<file path="config.mk">
export PLATFORM = sky130hd
export DESIGN_NAME = vsc8541_smi_master
export DESIGN_NICKNAME = d
export VERILOG_FILES = /design/src/rtl/vsc8541_smi_pkg.sv /design/src/rtl/vsc8541_smi_mdc_edge_det.sv /design/src/rtl/vsc8541_smi_master.sv
export SDC_FILE = /design/constraint.sdc
export NUM_CORES = 1
export LEC_CHECK = 0
export ABC_AREA = 1
export BUFFER_PORTS_ARGS = -buffer_cell sky130_fd_sc_hd__buf_2
export CORE_MARGIN = 3
export CORE_UTILIZATION = 58
export CTS_CLUSTER_SIZE = 20
export DETAILED_ROUTE_END_ITERATION = 8
export GPL_ROUTABILITY_DRIVEN = 0
export MAX_ROUTING_LAYER = met4
export PLACE_DENSITY = 0.9
export SYNTH_ARGS = -nofsm -noshare
export SYNTH_HDL_FRONTEND = slang
export SYNTH_SLANG_ARGS = --single-unit
export TNS_END_PERCENT = 100
</file>
<file path="constraint.sdc">
create_clock -name clk -period 2.3 [get_ports clk]
set_input_delay 0.23 -clock clk [delete_from_list [all_inputs] [get_ports clk]]
set_output_delay 0.23 -clock clk [all_outputs]
set_load 0.005 [all_outputs]
</file>
<file path="src/rtl/vsc8541_smi_pkg.sv">
// Shared types and constants for the VSC8541 Clause-22 SMI frame engine.
package vsc8541_smi_pkg;

    typedef enum logic [2:0] {
        IDLE,
        WAIT_FALL,
        PRE,
        HDR,
        TA,
        DATA
    } smi_state_e;

    localparam logic [1:0] SMI_ST        = 2'b01;
    localparam logic [1:0] SMI_OP_WR     = 2'b01;
    localparam logic [1:0] SMI_OP_RD     = 2'b10;
    localparam int         SMI_HDR_BITS  = 14;
    localparam int         SMI_DATA_BITS = 16;

    // Header as transmitted MSB-first: ST, OP, PHYAD, REGAD.
    function automatic logic [SMI_HDR_BITS-1:0] smi_header(
        input logic       rw,
        input logic [4:0] phy_addr,
        input logic [4:0] reg_addr
    );
        return {SMI_ST, (rw ? SMI_OP_RD : SMI_OP_WR), phy_addr, reg_addr};
    endfunction

endpackage

</file>
<file path="src/rtl/vsc8541_smi_mdc_edge_det.sv">
// MDC edge detector: registers MDC in the clk domain and flags rise/fall.
module smi_mdc_edge_det (
    input  logic clk,
    input  logic i_reset,
    input  logic i_mdc,
    output logic o_rise,
    output logic o_fall
);

    logic mdc_q;

    always_ff @(posedge clk) begin
        if (i_reset) begin
            mdc_q <= 1'b0;
        end else begin
            mdc_q <= i_mdc;
        end
    end

    assign o_rise = ~mdc_q & i_mdc;
    assign o_fall = mdc_q & ~i_mdc;

endmodule

</file>
<file path="src/rtl/vsc8541_smi_master.sv">
// Clause-22 SMI frame engine for the VSC8541 PHY; one MDIO transaction per accepted request.
// Optional VSC8541_SMI_TA_CHECK_EN adds o_rd_err (PHY failed to drive 0 in the second TA bit).
module vsc8541_smi_master
    import vsc8541_smi_pkg::*;
#(
    parameter int PREAMBLE_LEN = 32
) (
    input  logic        clk,
    input  logic        i_reset,
    input  logic        i_mdc,
    input  logic        i_start,
    input  logic        i_rw,
    input  logic [4:0]  i_phy_addr,
    input  logic [4:0]  i_reg_addr,
    input  logic [15:0] i_wdata,
    output logic        o_busy,
    output logic        o_done,
    output logic [15:0] o_rdata,
    output logic        o_mdio_o,
    output logic        o_mdio_oe,
    input  logic        i_mdio_i
`ifdef VSC8541_SMI_TA_CHECK_EN
    ,
    output logic        o_rd_err
`endif
);

    localparam logic [4:0] PRE_LOAD  = 5'(PREAMBLE_LEN - 1);
    localparam logic [4:0] HDR_LOAD  = 5'(SMI_HDR_BITS - 1);
    localparam logic [4:0] DATA_LOAD = 5'(SMI_DATA_BITS - 1);

    logic mdc_rise;
    logic mdc_fall;

    smi_mdc_edge_det u_edge (
        .clk     (clk),
        .i_reset (i_reset),
        .i_mdc   (i_mdc),
        .o_rise  (mdc_rise),
        .o_fall  (mdc_fall)
    );

    smi_state_e              state_q;
    logic [4:0]              cnt_q;
    logic                    rw_q;
    logic [SMI_HDR_BITS-1:0] hdr_q;
    logic [15:0]             wdata_q;
    logic [15:0]             rdata_sh_q;
    logic [15:0]             rdata_q;
    logic                    busy_q;
    logic                    done_q;
    logic                    mdio_o_q;
    logic                    mdio_oe_q;
`ifdef VSC8541_SMI_TA_CHECK_EN
    logic                    rd_err_sh_q;
    logic                    rd_err_q;
`endif

    always_ff @(posedge clk) begin
        if (i_reset) begin
            state_q    <= IDLE;
            cnt_q      <= '0;
            rw_q       <= 1'b0;
            hdr_q      <= '0;
            wdata_q    <= '0;
            rdata_sh_q <= '0;
            rdata_q    <= '0;
            busy_q     <= 1'b0;
            done_q     <= 1'b0;
            mdio_o_q   <= 1'b1;
            mdio_oe_q  <= 1'b0;
`ifdef VSC8541_SMI_TA_CHECK_EN
            rd_err_sh_q <= 1'b0;
            rd_err_q    <= 1'b0;
`endif
        end else begin
            done_q <= 1'b0;

            // The PHY drives read data on MDC rise; sample it on the next rise.
            if (mdc_rise && state_q == DATA) begin
                rdata_sh_q <= {rdata_sh_q[14:0], i_mdio_i};
            end
`ifdef VSC8541_SMI_TA_CHECK_EN
            if (mdc_rise && state_q == TA && cnt_q == '0 && rw_q) begin
                rd_err_sh_q <= i_mdio_i;
            end
`endif

            case (state_q)
                IDLE: begin
                    if (i_start) begin
                        rw_q    <= i_rw;
                        hdr_q   <= smi_header(i_rw, i_phy_addr, i_reg_addr);
                        wdata_q <= i_wdata;
                        busy_q  <= 1'b1;
                        state_q <= WAIT_FALL;
`ifdef VSC8541_SMI_TA_CHECK_EN
                        rd_err_q <= 1'b0;
`endif
                    end
                end
                WAIT_FALL: begin
                    if (mdc_fall) begin
                        mdio_oe_q <= 1'b1;
                        mdio_o_q  <= 1'b1;
                        cnt_q     <= PRE_LOAD;
                        state_q   <= PRE;
                    end
                end
                PRE: begin
                    if (mdc_fall) begin
                        if (cnt_q == '0) begin
                            mdio_o_q <= hdr_q[SMI_HDR_BITS-1];
                            hdr_q    <= {hdr_q[SMI_HDR_BITS-2:0], 1'b0};
                            cnt_q    <= HDR_LOAD;
                            state_q  <= HDR;
                        end else begin
                            cnt_q <= cnt_q - 5'd1;
                        end
                    end
                end
                HDR: begin
                    if (mdc_fall) begin
                        if (cnt_q == '0) begin
                            // Read releases the line for the whole turnaround.
                            mdio_o_q  <= 1'b1;
                            mdio_oe_q <= ~rw_q;
                            cnt_q     <= 5'd1;
                            state_q   <= TA;
                        end else begin
                            mdio_o_q <= hdr_q[SMI_HDR_BITS-1];
                            hdr_q    <= {hdr_q[SMI_HDR_BITS-2:0], 1'b0};
                            cnt_q    <= cnt_q - 5'd1;
                        end
                    end
                end
                TA: begin
                    if (mdc_fall) begin
                        if (cnt_q == '0) begin
                            mdio_o_q <= rw_q | wdata_q[15];
                            wdata_q  <= {wdata_q[14:0], 1'b0};
                            cnt_q    <= DATA_LOAD;
                            state_q  <= DATA;
                        end else begin
                            mdio_o_q <= rw_q;
                            cnt_q    <= cnt_q - 5'd1;
                        end
                    end
                end
                DATA: begin
                    if (mdc_fall) begin
                        if (cnt_q == '0) begin
                            mdio_oe_q <= 1'b0;
                            mdio_o_q  <= 1'b1;
                            busy_q    <= 1'b0;
                            done_q    <= 1'b1;
                            state_q   <= IDLE;
                            if (rw_q) begin
                                rdata_q <= rdata_sh_q;
                            end
`ifdef VSC8541_SMI_TA_CHECK_EN
                            if (rw_q) begin
                                rd_err_q <= rd_err_sh_q;
                            end
`endif
                        end else begin
                            mdio_o_q <= rw_q | wdata_q[15];
                            wdata_q  <= {wdata_q[14:0], 1'b0};
                            cnt_q    <= cnt_q - 5'd1;
                        end
                    end
                end
                default: state_q <= IDLE;
            endcase
        end
    end

    assign o_busy    = busy_q;
    assign o_done    = done_q;
    assign o_rdata   = rdata_q;
    assign o_mdio_o  = mdio_o_q;
    assign o_mdio_oe = mdio_oe_q;
`ifdef VSC8541_SMI_TA_CHECK_EN
    assign o_rd_err  = rd_err_q;
`endif

endmodule

</file>
# Word level (Yosys, flattened, before mapping)
# Index checks and enable logic that the tools add are counted.
dict set report classes {
  n_mux 52
  n_addsub 1
  bitwise_logic 8
  n_reduce_logical 18
  n_eq_ne 17
}
# cell count
set ops {}
lappend ops {{$mux W16} 5}
lappend ops {{$mux W14} 5}
lappend ops {{$pmux W16 S3} 1}
lappend ops {{$mux W5} 9}
lappend ops {{$pmux W14 S3} 1}
lappend ops {{$mux W3} 10}
lappend ops {{$pmux W5 S5} 1}
lappend ops {{$ne A2 B2 Y1 const B} 11}
lappend ops {{$pmux W3 S6} 1}
lappend ops {{$reduce_and A6 Y1} 3}
lappend ops {{$mux W1} 15}
lappend ops {{$reduce_and A7 Y1} 2}
lappend ops {{$reduce_and A10 Y1} 1}
lappend ops {{$reduce_bool A3 Y1} 3}
lappend ops {{$reduce_and A4 Y1} 2}
lappend ops {{$eq A3 B2 Y1 const B} 2}
lappend ops {{$eq A3 B3 Y1 const B} 2}
lappend ops {{$logic_not A5 Y1} 1}
lappend ops {{$not A1 Y1} 5}
lappend ops {{$pmux W1 S5} 1}
lappend ops {{$reduce_bool A5 Y1} 1}
lappend ops {{$sub A5 B1 Y5 const B} 1}
lappend ops {{$eq A3 B1 Y1 const B} 1}
lappend ops {{$logic_not A3 Y1} 1}
lappend ops {{other kinds (10)} 11}
dict set report totals {
  out_inout_bits 20
  elab_cells 108
  register_bits 76
}

# Depth between registers and ports, before layout
dict set report logic_depth {
  ltp_word 4
  depth_mapped 13
}

# Modules after synthesis
# From an unflattened synthesis, not the netlist that was laid out.
dict set report hier_totals {
  hier_cells 590
  hier_area_um2 3769.9
}
# module area_per_inst_um2 n_inst cells_each
set modules_own_cells {}
lappend modules_own_cells {vsc8541_smi_master 3731.1 1 584}
lappend modules_own_cells {smi_mdc_edge_det 38.8 1 6}

# Least setup slack after synthesis
# Ideal clock, no wire load.
dict set report synth_path {
  path_type {register to register}
  from {reg cnt_q[0]}
  to {reg rdata_q[10], in the netlist o_rdata[10]}
  path_buffers 2
  setup_time_ps 128
  slack_ps 613
  arrival_ps 1559
  path_stages_with_launch 12
  t_required_ps 2172
  period_less_slack_ps 1687
  cell_sequence {dfxtp_1 -> inv_1 -> ha_1 -> inv_1 -> nor2_1 -> nand2_1 -> buf_2 -> nor2_4 -> nand3_1 -> buf_2 -> o21ai_0 -> a21oi_1}
}
dict set report synth_via {
  elab_chain_len 2
}
# item line
set synth_lines {}
lappend synth_lines {{from (decl)} vsc8541_smi_master.sv:44} ;# logic [4:0] cnt_q;
lappend synth_lines {{from (signal assigned)} vsc8541_smi_master.sv:118} ;# cnt_q <= cnt_q - 5'd1;
lappend synth_lines {{from (signal assigned)} vsc8541_smi_master.sv:133} ;# cnt_q <= cnt_q - 5'd1;
lappend synth_lines {{from (signal assigned)} vsc8541_smi_master.sv:146} ;# cnt_q <= cnt_q - 5'd1;
lappend synth_lines {{$logic_not A5 Y1} vsc8541_smi_master.sv:152} ;# if (cnt_q == '0) begin
lappend synth_lines {{$reduce_and A4 Y1 (no source line)} -}
lappend synth_lines {{to (signal assigned)} vsc8541_smi_master.sv:159} ;# rdata_q <= rdata_sh_q;
lappend synth_lines {{to (decl)} vsc8541_smi_master.sv:49} ;# logic [15:0] rdata_q;
# No other way between the ends.
# A chain may end at the register's enable or synchronous reset.

# Worst setup path after layout
dict set report layout_path {
  from {reg state_q[0]}
  to {reg cnt_q[1]}
}
dict set report layout_via {
  elab_chain_len 3
  word_cells_on_any_way 14
  cone_classes {eq/ne (11); mux (1); reduce/logical (2)}
}
# item line
set layout_lines {}
lappend layout_lines {{from (decl)} vsc8541_smi_master.sv:43} ;# smi_state_e state_q;
lappend layout_lines {{from (signal assigned)} vsc8541_smi_master.sv:61} ;# state_q <= IDLE;
lappend layout_lines {{from (signal assigned)} vsc8541_smi_master.sv:96} ;# state_q <= WAIT_FALL;
lappend layout_lines {{from (signal assigned)} vsc8541_smi_master.sv:107} ;# state_q <= PRE;
lappend layout_lines {{$eq A3 B3 Y1 (tied with other cells)} vsc8541_smi_master.sv:89} ;# case (state_q)
lappend layout_lines {{$reduce_bool A5 Y1 (no source line) / $ne A2 B2 Y1 (equally long branches)} -}
lappend layout_lines {{$reduce_and A7 Y1 (no source line)} -}
# Parallel ways exist; a longest one is shown, timed or not.

==> out/qor.txt <==
wire length per cell -> 11.85 um
H-Tree Depth -> 3
number of global-route vias before repair -> 3363
flop2flop setup slack -> 0.33 ns
Post-Syn Area -> 3905 um2
detailed-routing iteration count for the pre-antenna-repair pass -> 6
fraction of synthesized cell area in xor and xnor cells -> 0.4486%
clock latency of the later-clocked register in the worst-skew pair -> 0.36 ns
highest achievable clock rate -> 0.5083 GHz
crit path buf inv count -> 0
global-route wire length before repair -> 14.82 mm
depth of the worst register-to-register path -> 7
hold path depth -> 3
number of buffers added by the clock tree synthesis step -> 9
cts repair resizes -> 0
max_cap viols -> 0
largest net degree at the start of global routing -> 33
total routing resource utilization after global routing -> 24.53%
total power per unit cell area -> 1244 nW/um2
number of non-filler instances in the completed layout -> 737
post-synthesis adder-cell area fraction -> 0.6408%
normalized max-slew margin -> 65.43%
post-synthesis area per instance -> 6.391 um2
final critical delay including setup and external delays -> 1.967 ns
CTS tree -> done
total routed wirelength -> 8.736 mm
setup repair after global routing missed its margin -> no
number of nets produced by synthesis -> 645
Final Setup Violations -> 0
simple-gate area share of the yosys netlist -> 41.46%
Storage cell area -> 1521 um2
Worst EP required -> 2.55 ns
Yosys Warn Count -> 0
Synth area leader -> sky130_fd_sc_hd__dfxtp_1
Worst Setup SP -> state_q[0]
most numerous cell on the critical path -> sky130_fd_sc_hd__nand2_2
clock sinks -> 76
count of pins on the block boundary -> 52
top library cells by usage in the layout, fill and taps aside -> sky130_fd_sc_hd__nand2_1, sky130_fd_sc_hd__nor2_1, sky130_fd_sc_hd__dfxtp_1
Final Cycle Share -> 85.54%
number of placed instances, taps included -> 721
total area of multi-input combinational cells -> 1983 um2
Worst Setup Start Kind -> flop
largest fanout of any net on the critical path -> 16
Die Area -> 7754 um2
dominant cells by area after synthesis -> sky130_fd_sc_hd__dfxtp_1, sky130_fd_sc_hd__nand2_1, sky130_fd_sc_hd__nor2_1
share of Yosys cell area claimed by the top area cell type -> 38.96%
slowest cell on the critical path -> sky130_fd_sc_hd__dfxtp_1
fraction of layout instances using a drive strength above 1 -> 15.76%
share of the yosys chip area belonging to registers -> 38.96%
number of antenna violations at the first check in global routing -> 0
Critical Path Max Stage Delay -> 0.58 ns
number of buffers added for setup after CTS -> 0
largest family of logic cells by synthesized area -> simple AND/OR/NAND/NOR gates
number of design rule violations left after detail routing -> 0
1st-iter DRT viols -> 383
leakage power of the design -> 2.310 nW
post-layout utilization of the core -> 68.81%
worst supply voltage drop on vdd -> 0.0005354 V
cell family with the largest share of critical-path delay -> simple AND/OR/NAND/NOR gates
Sum Neg Setup Slack -> 0 ns
clk_skew -> 0.01101 ns
class of the tightest hold or removal check -> in -> reg
proportion of synthesized area in mux cells -> 0%
type of the setup path with the least slack -> reg -> reg
Core Footprint -> 6422 um2
Seq cells post-synth -> 76
Initial Util -> 60.80%
clock tree root driver cell -> sky130_fd_sc_hd__clkbuf_8
number of pins with negative max-slew slack in the final report -> 0
Hold-fix buffers, CTS -> 0
worst-case hold path end point -> rdata_sh_q[0]
outcome -> complete, no violations
half-perimeter wire length of the detailed placement result -> 5.988 mm
Std-Cell Rows -> 29
arrival time of data at the critical path endpoint -> 2.22 ns
final hold violation count -> 0
input/output buffers -> 51
reg2reg start -> state_q[0]
antenna fix cells -> 0
number of nets with antenna violations after detailed routing -> 0
cells traversed along the worst timing path -> nor2_4 -> nand2_2 -> nand2_2 -> nand2_2 -> nand3_1 -> nor2_1 -> nor2_1
Die H -> 88.06 um
Die X-Extent -> 88.06 um
via/cell ratio -> 5.299
fin nets -> 689
Hold Path Origin -> i_mdio_i
remaining global-route overflow -> 0
Unique masters post-synth -> 29
register clock-pin slew on the reported worst setup and hold paths -> 0.09 ns
r2r endpoint -> cnt_q[1]
actual slew at the worst max-slew pin -> 0.5172 ns
Critical Path Sink Type -> flop
most common cell after layout, fill and taps aside -> sky130_fd_sc_hd__nand2_1
cells after synthesis -> 611
share of the synthesized area in compound gates (AO/OA/AOI/OAI) -> 8.235%
Levels on crit path -> 7
Longest Clk Path Bufs -> 2
DR vias -> 3905
fill cell instance count of the final layout -> 509
layout-stage area growth over the synthesis result -> 13.17%
-- layout make-up --
class / instances / share of cell area [%]
inverters: 67 / 5.747
multi-input cells: 439 / 44.88
flip-flops and latches: 76 / 34.43
clock buffers: 9 / 2.803
repair buffers: 62 / 7.928
clock inverters: 7 / 2.039
well taps: 77 / 2.180
-- metal layers --
layer	wire [um]	GRT usage (%)
met5	0	-
met3	539	4.421
met1	3861	31.27
met2	4079	37.74
met4	257	11.40
-- cell families after synthesis --
kind of cell	count (synthesis)
AOI/OAI and AO/OA	63
xor gates and xnor gates	2
adders and majority gates	2
buffers and inverters	96
DFF	76
and+or+nand+nor	372
-- power by group --
| group | switching [mW] | internal, mW |
|---|---|---|
| combinational | 1.68 | 0.895 |
| sequential | 0.212 | 1.62 |
| clock | 0.559 | 0.531 |
| total | 2.45 | 3.04 |
-- stage by stage --
step / total power, mW / area, um2 / hold WS (ns) / setup slack, ns
floorplan: 3.884 / 3905 / 0.3649 / 0.6131
global placement: 4.292 / 4205 / 0.4296 / 0.4684
detailed placement: 4.387 / 4205 / 0.4309 / 0.3656
CTS: 5.493 / 4419 / 0.1147 / 0.3377
global route: 5.984 / 4419 / 0.1551 / 0.07070
finish: 5.496 / 4419 / 0.1261 / 0.3327
-- sequential cells by signal (all words and copies together) (netlist names) --
signal / flops
o_mdio_o: 1
u_edge.mdc_q: 1
cnt_q: 5
o_rdata: 16
rw_q: 1
rdata_sh_q: 16
o_busy: 1
state_q: 3
o_done: 1
wdata_q: 16
o_mdio_oe: 1
hdr_q: 14
-- synth_stat cells --
cell and instances:
sky130_fd_sc_hd__o211ai_1 1, sky130_fd_sc_hd__dfxtp_1 76, sky130_fd_sc_hd__buf_6 1, sky130_fd_sc_hd__buf_4 4
sky130_fd_sc_hd__a21oi_1 23, sky130_fd_sc_hd__ha_1 2, sky130_fd_sc_hd__nor2_8 1, sky130_fd_sc_hd__or2_2 1
sky130_fd_sc_hd__xor2_1 1, sky130_fd_sc_hd__xnor2_1 1, sky130_fd_sc_hd__inv_1 61, sky130_fd_sc_hd__nor2_4 6
sky130_fd_sc_hd__nand2_2 6, sky130_fd_sc_hd__nand3_4 2, sky130_fd_sc_hd__nand4_1 16, sky130_fd_sc_hd__nand2_1 168
sky130_fd_sc_hd__nor2_2 2, sky130_fd_sc_hd__o21ai_0 27, sky130_fd_sc_hd__a21oi_2 1, sky130_fd_sc_hd__clkbuf_1 9
sky130_fd_sc_hd__inv_2 5, sky130_fd_sc_hd__nor3_4 1, sky130_fd_sc_hd__buf_2 12, sky130_fd_sc_hd__buf_1 3
sky130_fd_sc_hd__o21ai_1 11, sky130_fd_sc_hd__inv_4 1, sky130_fd_sc_hd__nor3_1 1, sky130_fd_sc_hd__nand3_1 46
sky130_fd_sc_hd__nor2_1 122
-- worst min-delay path, cell delays in order --
cell                     delay (ns)
sky130_fd_sc_hd__buf_2         0.09
sky130_fd_sc_hd__nor2_1        0.05
sky130_fd_sc_hd__nor2_1        0.09
-- how the worst max path moves through the flow --
stage	to	slack, ns
floorplan	o_rdata[10]	0.61
global placement	cnt_q[1]	0.47
detailed placement	cnt_q[1]	0.37
CTS	cnt_q[1]	0.34
global route	cnt_q[4]	0.07
finish	cnt_q[1]	0.33
No activity file was read; power rests on OpenSTA's default activity.
